[config.mk]
export PLATFORM = sky130hd
export DESIGN_NAME = lc3_seq_ctrl
export DESIGN_NICKNAME = d
export VERILOG_FILES = /design/src/rtl/lc3_ctrl_pkg.sv /design/src/rtl/lc3_br_eval.sv /design/src/rtl/lc3_seq_ctrl.sv
export SDC_FILE = /design/constraint.sdc
export NUM_CORES = 1
export LEC_CHECK = 0
export CAP_MARGIN = 10
export CORE_ASPECT_RATIO = 0.75
export CORE_MARGIN = 10
export CORE_UTILIZATION = 35
export CTS_BUF_LIST = sky130_fd_sc_hd__clkbuf_8
export DETAILED_ROUTE_END_ITERATION = 8
export PLACE_DENSITY = 0.79
export SKIP_LAST_GASP = 1
export SYNTH_ARGS = -nofsm -noshare
export SYNTH_HDL_FRONTEND = slang
export SYNTH_SLANG_ARGS = --single-unit
[constraint.sdc]
create_clock -name clk -period 1.8 [get_ports clk]
set_clock_uncertainty 0.05 [all_clocks]
set_input_delay 0.18 -clock clk [delete_from_list [all_inputs] [get_ports clk]]
set_output_delay 0.18 -clock clk [all_outputs]
set_load 0.01 [all_outputs]
[src/rtl/lc3_ctrl_pkg.sv]
// LC-3 sequencer shared definitions: state codes, opcodes, mux/ALU encodings.
// Latency: n/a (constants and pure functions only).
// Backpressure: n/a.
package lc3_ctrl_pkg;

    // Default number of cycles a memory state waits for mem_ack before the
    // sequencer gives up and halts with a bus error.
    localparam int MEM_WAIT_MAX_DEFAULT = 15;

    // Sequencer states. Kept as plain 4-bit constants so the encoding stays
    // stable for anything that probes the state register directly.
    localparam logic [3:0] S_IDLE = 4'd0;
    localparam logic [3:0] S_F0   = 4'd1;
    localparam logic [3:0] S_F1   = 4'd2;
    localparam logic [3:0] S_F2   = 4'd3;
    localparam logic [3:0] S_D    = 4'd4;
    localparam logic [3:0] S_ALU  = 4'd5;
    localparam logic [3:0] S_BR   = 4'd6;
    localparam logic [3:0] S_JMP  = 4'd7;
    localparam logic [3:0] S_LD0  = 4'd8;
    localparam logic [3:0] S_LD1  = 4'd9;
    localparam logic [3:0] S_LD2  = 4'd10;
    localparam logic [3:0] S_ST0  = 4'd11;
    localparam logic [3:0] S_ST1  = 4'd12;
    localparam logic [3:0] S_ST2  = 4'd13;
    localparam logic [3:0] S_HALT = 4'd14;

    // Opcodes held in IR[15:12].
    localparam logic [3:0] OP_BR  = 4'b0000;
    localparam logic [3:0] OP_ADD = 4'b0001;
    localparam logic [3:0] OP_LD  = 4'b0010;
    localparam logic [3:0] OP_ST  = 4'b0011;
    localparam logic [3:0] OP_AND = 4'b0101;
    localparam logic [3:0] OP_NOT = 4'b1001;
    localparam logic [3:0] OP_JMP = 4'b1100;

    // PC input mux.
    localparam logic [1:0] SELPC_INC  = 2'd0;
    localparam logic [1:0] SELPC_ADDR = 2'd1;
    localparam logic [1:0] SELPC_BUS  = 2'd2;

    // Address adder operand 2 mux.
    localparam logic [1:0] SELEAB2_ZERO = 2'd0;
    localparam logic [1:0] SELEAB2_OFF9 = 2'd2;

    // Address adder operand 1 mux.
    localparam logic SELEAB1_PC  = 1'b0;
    localparam logic SELEAB1_SR1 = 1'b1;

    // MDR input mux.
    localparam logic SELMDR_BUS = 1'b0;
    localparam logic SELMDR_MEM = 1'b1;

    // ALU function select.
    localparam logic [1:0] ALU_PASS = 2'd0;
    localparam logic [1:0] ALU_ADD  = 2'd1;
    localparam logic [1:0] ALU_AND  = 2'd2;
    localparam logic [1:0] ALU_NOT  = 2'd3;

    // ALU function for an operate-class opcode; anything else passes SR1.
    function automatic logic [1:0] alu_ctl_for(input logic [3:0] opcode);
        case (opcode)
            OP_ADD:  alu_ctl_for = ALU_ADD;
            OP_AND:  alu_ctl_for = ALU_AND;
            OP_NOT:  alu_ctl_for = ALU_NOT;
            default: alu_ctl_for = ALU_PASS;
        endcase
    endfunction

    // States that hold a memory request open until mem_ack.
    function automatic logic is_mem_wait(input logic [3:0] st);
        is_mem_wait = (st == S_F1) || (st == S_LD1) || (st == S_ST2);
    endfunction

endpackage

[src/rtl/lc3_br_eval.sv]
// Branch condition evaluator: taken when any requested NZP flag is set.
// Latency: combinational, zero cycles.
// Backpressure: none.
// Ports: nzp_mask = IR[11:9] (n,z,p request bits); n/z/p = condition codes;
//        taken = branch condition satisfied.
module lc3_br_eval (
    input  logic [2:0] nzp_mask,
    input  logic       n,
    input  logic       z,
    input  logic       p,
    output logic       taken
);

    assign taken = (nzp_mask[2] & n) | (nzp_mask[1] & z) | (nzp_mask[0] & p);

endmodule

[src/rtl/lc3_seq_ctrl.sv]
// Multi-cycle LC-3 control sequencer: fetch/decode/execute for ADD, AND, NOT,
//   BR, JMP, LD, ST; every other opcode or a memory timeout halts.
// Latency: ALU/BR/JMP 5 cycles F0->F0, LD/ST 7 cycles, plus extra ack wait cycles.
// Backpressure: memory states hold mem_req until mem_ack, bounded by MEM_WAIT_MAX.
// Ports: clk/reset (async, active-low); run starts fetch from IDLE; IR and N/Z/P
//   come from the datapath; mem_req/memWE/mem_ack form the memory handshake;
//   ld*/gate*/sel*/aluControl/DR/SR1/SR2 steer the datapath; halted/bus_err
//   report a stopped sequencer.
module lc3_seq_ctrl
    import lc3_ctrl_pkg::*;
#(
    parameter int MEM_WAIT_MAX = MEM_WAIT_MAX_DEFAULT
) (
    input  logic        clk,
    input  logic        reset,
    input  logic        run,
    input  logic [15:0] IR,
    input  logic        N,
    input  logic        Z,
    input  logic        P,
    input  logic        mem_ack,
    output logic        mem_req,
    output logic        memWE,
    output logic        ldMAR,
    output logic        ldMDR,
    output logic        ldIR,
    output logic        ldPC,
    output logic        ldReg,
    output logic        flagWE,
    output logic        gatePC,
    output logic        gateMDR,
    output logic        gateALU,
    output logic        gateMARMUX,
    output logic [1:0]  selPC,
    output logic        selEAB1,
    output logic [1:0]  selEAB2,
    output logic        selMDR,
    output logic [1:0]  aluControl,
    output logic [2:0]  DR,
    output logic [2:0]  SR1,
    output logic [2:0]  SR2,
    output logic        halted,
    output logic        bus_err
);

    // The wait counter only ever needs to reach MEM_WAIT_MAX-1.
    localparam int WAIT_W = (MEM_WAIT_MAX < 2) ? 1 : $clog2(MEM_WAIT_MAX);
    localparam logic [WAIT_W-1:0] WAIT_LAST =
        WAIT_W'((MEM_WAIT_MAX > 0) ? (MEM_WAIT_MAX - 1) : 0);

    logic [3:0]        state;
    logic [3:0]        state_nxt;
    logic [WAIT_W-1:0] wait_cnt;
    logic              err_q;
    logic              set_err;
    logic              in_wait;
    logic              timeout_hit;
    logic              br_taken;
    logic [3:0]        opcode;

    // Immediate/mode bits are datapath concerns; the sequencer never looks at them.
    logic unused_ir;
    assign unused_ir = ^IR[5:3];

    assign opcode  = IR[15:12];
    assign in_wait = is_mem_wait(state);

    // Timeout fires on the last permitted wait cycle if no ack arrives in it,
    // so the request is held for exactly MEM_WAIT_MAX cycles before halting.
    assign timeout_hit = (MEM_WAIT_MAX != 0) && (wait_cnt == WAIT_LAST);

    lc3_br_eval u_br_eval (
        .nzp_mask (IR[11:9]),
        .n        (N),
        .z        (Z),
        .p        (P),
        .taken    (br_taken)
    );

    // ------------------------------------------------------------------
    // State, wait counter and bus-error latch
    // ------------------------------------------------------------------
    always_ff @(posedge clk or negedge reset) begin
        if (!reset) begin
            state    <= S_IDLE;
            wait_cnt <= '0;
            err_q    <= 1'b0;
        end else begin
            state <= state_nxt;
            // Every wait state is entered from a non-wait state, so clearing
            // outside the wait states restarts the count on each entry.
            if (in_wait && !mem_ack) begin
                wait_cnt <= wait_cnt + WAIT_W'(1);
            end else begin
                wait_cnt <= '0;
            end
            if (set_err) begin
                err_q <= 1'b1;
            end
        end
    end

    // ------------------------------------------------------------------
    // Next-state logic
    // ------------------------------------------------------------------
    always_comb begin
        state_nxt = state;
        set_err   = 1'b0;
        case (state)
            S_IDLE: begin
                if (run) begin
                    state_nxt = S_F0;
                end
            end
            S_F0: state_nxt = S_F1;
            S_F1, S_LD1, S_ST2: begin
                if (mem_ack) begin
                    case (state)
                        S_F1:    state_nxt = S_F2;
                        S_LD1:   state_nxt = S_LD2;
                        default: state_nxt = S_F0;
                    endcase
                end else if (timeout_hit) begin
                    state_nxt = S_HALT;
                    set_err   = 1'b1;
                end
            end
            S_F2: state_nxt = S_D;
            S_D: begin
                case (opcode)
                    OP_ADD, OP_AND, OP_NOT: state_nxt = S_ALU;
                    OP_BR:                  state_nxt = S_BR;
                    OP_JMP:                 state_nxt = S_JMP;
                    OP_LD:                  state_nxt = S_LD0;
                    OP_ST:                  state_nxt = S_ST0;
                    default:                state_nxt = S_HALT;
                endcase
            end
            S_ALU, S_BR, S_JMP, S_LD2: state_nxt = S_F0;
            S_LD0: state_nxt = S_LD1;
            S_ST0: state_nxt = S_ST1;
            S_ST1: state_nxt = S_ST2;
            S_HALT: state_nxt = S_HALT;
            // The one unused encoding parks safely in HALT.
            default: state_nxt = S_HALT;
        endcase
    end

    // ------------------------------------------------------------------
    // Output decode: Moore on state and IR fields; only the MDR load in
    // the read states is qualified by mem_ack.
    // ------------------------------------------------------------------
    always_comb begin
        mem_req    = 1'b0;
        memWE      = 1'b0;
        ldMAR      = 1'b0;
        ldMDR      = 1'b0;
        ldIR       = 1'b0;
        ldPC       = 1'b0;
        ldReg      = 1'b0;
        flagWE     = 1'b0;
        gatePC     = 1'b0;
        gateMDR    = 1'b0;
        gateALU    = 1'b0;
        gateMARMUX = 1'b0;
        selPC      = SELPC_INC;
        selEAB1    = SELEAB1_PC;
        selEAB2    = SELEAB2_ZERO;
        selMDR     = SELMDR_BUS;
        aluControl = ALU_PASS;
        DR         = 3'd0;
        SR1        = 3'd0;
        SR2        = 3'd0;
        halted     = 1'b0;
        bus_err    = 1'b0;
        case (state)
            S_F0: begin
                // MAR <- PC, PC <- PC+1
                gatePC = 1'b1;
                ldMAR  = 1'b1;
                ldPC   = 1'b1;
                selPC  = SELPC_INC;
            end
            S_F1, S_LD1: begin
                mem_req = 1'b1;
                selMDR  = SELMDR_MEM;
                ldMDR   = mem_ack;
            end
            S_F2: begin
                gateMDR = 1'b1;
                ldIR    = 1'b1;
            end
            S_ALU: begin
                aluControl = alu_ctl_for(opcode);
                gateALU    = 1'b1;
                ldReg      = 1'b1;
                flagWE     = 1'b1;
                DR         = IR[11:9];
                SR1        = IR[8:6];
                SR2        = IR[2:0];
            end
            S_BR: begin
                // Adder output is steered to PC regardless; only the load is conditional.
                selPC   = SELPC_ADDR;
                selEAB1 = SELEAB1_PC;
                selEAB2 = SELEAB2_OFF9;
                ldPC    = br_taken;
            end
            S_JMP: begin
                SR1     = IR[8:6];
                selEAB1 = SELEAB1_SR1;
                selEAB2 = SELEAB2_ZERO;
                selPC   = SELPC_ADDR;
                ldPC    = 1'b1;
            end
            S_LD0, S_ST0: begin
                // MAR <- PC + offset9
                selEAB1    = SELEAB1_PC;
                selEAB2    = SELEAB2_OFF9;
                gateMARMUX = 1'b1;
                ldMAR      = 1'b1;
            end
            S_LD2: begin
                gateMDR = 1'b1;
                ldReg   = 1'b1;
                flagWE  = 1'b1;
                DR      = IR[11:9];
            end
            S_ST1: begin
                // MDR <- SR (source register lives in the DR field for ST)
                SR1        = IR[11:9];
                aluControl = ALU_PASS;
                gateALU    = 1'b1;
                ldMDR      = 1'b1;
                selMDR     = SELMDR_BUS;
            end
            S_ST2: begin
                mem_req = 1'b1;
                memWE   = 1'b1;
            end
            S_HALT: begin
                halted  = 1'b1;
                bus_err = err_q;
            end
            default: begin
            end
        endcase
    end

endmodule

==> results.sh <==
export IMPL_overflow=0
export IMPL_synth_area_sq_um=911
export IMPL_cts_buffers=3
export IMPL_synth_most_common_cell="nor2_1"
export IMPL_min_period_ps=1920
export IMPL_vias_per_cell=5.23
export IMPL_status="finished, violations left"
export IMPL_fp_coreArea_sq_um=2380
export IMPL_hold_viol=0
export IMPL_wire_per_inst_microns=15.8
export IMPL_cp_top_family="compound AO/OA/AOI/OAI gates"
export IMPL_io_buffer_count=48
export IMPL_avgSynthCellArea_sq_um=6.95
export IMPL_initial_core_util=0.382
export IMPL_power_total_mw=2.59
export IMPL_max_freq_ghz=0.520
export IMPL_fp_dieW_microns=78.9
export IMPL_yosysTopAreaCell="dfrtp_1"
export IMPL_final_setup_tns_ps=-379
export IMPL_postPlaceCellArea_sq_um=1610
export IMPL_vias=1276
export IMPL_drt_iter0_drc=105
export IMPL_synth_enable_flop_cells=0
export IMPL_final_core_util=0.724
export IMPL_clk_insertion_delay_late_ps=240
export IMPL_grt_max_degree=12
export IMPL_violations="setup timing"
export IMPL_whs_ps=180
export IMPL_gp_congestion=0.889
export IMPL_async_flop_share=1.00
export IMPL_grt_pass1_wl_microns=5930
export IMPL_holdCritPathClass="input pin to asynchronous set/reset pin"
export IMPL_ant_nets=0
export IMPL_critical_path_class="flop to flop"
export IMPL_hpwlAfterDp_microns=2940
export IMPL_synth_cells_most_frequent="nor2_1 (33), nand2_1 (11), dfrtp_1 (9), inv_1 (7), o21ai_0 (6)"
export IMPL_fp_row_count=15
export IMPL_drive_above_1_share=0.367
export IMPL_design_area_sq_um=1730
export IMPL_antenna_cells=0
export IMPL_synthToLayoutAreaGrowth_pct=89.6
export IMPL_die_height_microns=64.2
export IMPL_layoutNonFillerInstCount=244
export IMPL_power_leakage_nw=0.843
export IMPL_grt_use_total=0.140
export IMPL_wl_microns=3850
export IMPL_antenna_found_initial=0
export IMPL_cap_violations=0
export IMPL_critPathArrivalTime_ps=2010
export IMPL_critPathLaunchType="flop"
export IMPL_cts_tree="built"
export IMPL_grt_pass1_vias=1314
export IMPL_cp_end_kind="flop"
export IMPL_maxSlewViolCount=0
export IMPL_ys_seq_elements=9
export IMPL_yosys_warnings=0
export IMPL_power_density_nw_per_um2=1500
export IMPL_dr_pass1_iters=4
export IMPL_seq_area_frac_synth=0.247
export IMPL_critPathMaxFanout=5
export IMPL_nNetsFinal=236
export IMPL_vdd_drop_max_uv=618
export IMPL_period_share=1.07
export IMPL_grt_setup_unrepaired="true"
export IMPL_path_clk_slew_ps=40
export IMPL_path_cells="buf_4 > or4b_4 > a21o_4 > buf_4 > o221ai_2 > a2bb2oi_1"
export IMPL_h_tree_depth=1
export IMPL_crit_path_max_incr_delay_ps=530
export IMPL_critPathMostFrequentCell="buf_4"
export IMPL_slowest_stage="or4b_4"
export IMPL_synth_ff_type="dfrtp_1"
export IMPL_root_buffer="clkbuf_8"
export IMPL_die_area_sq_um=5060
export IMPL_num_io_pins=54
export IMPL_synth_cells=131
export IMPL_synth_area_top_cells="dfrtp_1 (25%), nor2_1 (14%), nand2_1 (4.5%)"
export IMPL_placed_cells=235
export IMPL_yosys_area_top_type_share=0.247
export IMPL_clock_sinks=9
export IMPL_cts_buffer_depth=2
export IMPL_crit_buf_inv=2
export IMPL_route_detailed_drc=0
export IMPL_post_place_ws_ps=-181
export IMPL_yosysUniqueCellTypes=34
export IMPL_setup_slack_ps=-124
export IMPL_setup_viol_count_final=6
export IMPL_crit_required_ps=1890
power by group:
| part | internal [mW] | leakage [nW] | switching (mW) | total, mW |
|---|---|---|---|---|
| combinational | 0.986 | 0.701 | 1.04 | 2.02 |
| sequential | 0.263 | 0.116 | 0.0665 | 0.330 |
| clock | 0.151 | 0.0255 | 0.0833 | 0.234 |
| total | 1.40 | 0.843 | 1.19 | 2.59 |
layer usage:
metal  track usage  vias to the layer above  part of all wire
met3        0.0489                       10             0.083
met4        0.0402                        0             0.015
met5             0                        -                 0
met2         0.249                       60              0.49
met1         0.155                      586              0.42
li1              -                      620                 -
repair_timing:
item	CTS	global route
hold buffers	0	0
gates resized for setup	53	38
pin swaps	3	9
buffers inserted	4	1
endpoints found under the setup margin	31	26
kinds of logic (layout without fill, tap and decap cells):
group / count (synthesis) / in the layout / share of synthesized area
adder cells (fa/ha/maj): 2 / 2 / 0.0275
AND/OR/NAND/NOR: 69 / 69 / 0.357
XOR/XNOR: 4 / 4 / 0.0385
other: 1 / 2 / 0.00412
buffers and inverters: 15 / 93 / 0.0783
AO/OA/AOI/OAI: 31 / 31 / 0.247
flip-flops: 9 / 9 / 0.247
state kept, by name, indices dropped and copies added (netlist names):
name,count
state,4
wait_cnt,4
err_q,1
final timing paths:
path                                      startpoint              endpoint  slack [ps]  cells after the start
worst max-delay path            state[0]$_DFFE_PN0P_  state[2]$_DFFE_PN0P_        -120                      6
worst min-delay path                           reset     err_q$_DFFE_PN0P_         180                      1
worst max register to register  state[0]$_DFFE_PN0P_  state[2]$_DFFE_PN0P_        -120                      6
worst min register to register     err_q$_DFFE_PN0P_     err_q$_DFFE_PN0P_         420                      1
max in group asynchronous                      reset  state[2]$_DFFE_PN0P_        1230                      1
min in group clk                   err_q$_DFFE_PN0P_     err_q$_DFFE_PN0P_         420                      1
layout by cell type, fill, tap and decap left out, types with 2 or more instances in the layout:
| cell | count |
|---|---|
| nand3_1 | 2 |
| and2_1 | 5 |
| nand3b_1 | 2 |
| ha_1 | 2 |
| o22ai_1 | 2 |
| inv_1 | 6 |
| buf_2 | 5 |
| dfrtp_1 | 7 |
| xnor2_1 | 3 |
| nor2_2 | 4 |
| dlygate4sd2_1 | 12 |
| o31ai_2 | 2 |
| a21oi_1 | 2 |
| nor2_1 | 28 |
| clkbuf_2 | 8 |
| clkbuf_8 | 3 |
| buf_4 | 32 |
| nand2_1 | 11 |
| conb_1 | 2 |
| dfrtp_2 | 2 |
| clkdlybuf4s15_1 | 3 |
| clkdlybuf4s50_1 | 19 |
| nand2b_1 | 3 |
| o21ai_0 | 5 |
| a31oi_1 | 2 |
| or2_2 | 3 |
| nand2b_4 | 2 |
| a22o_1 | 2 |
| buf_6 | 2 |
| a32oi_1 | 3 |
| nor2b_1 | 4 |
| a311oi_1 | 2 |
cell type report:
class	instances	area [sq um]
clock buffers	3	41.3
clock inverters	1	5.00
fillers	199	657
inverters	7	26.3
multi-input cells	108	719
flip-flops and latches	9	228
well taps	34	42.5
repair buffers	82	664
No activity file was read; power rests on OpenSTA's default activity.
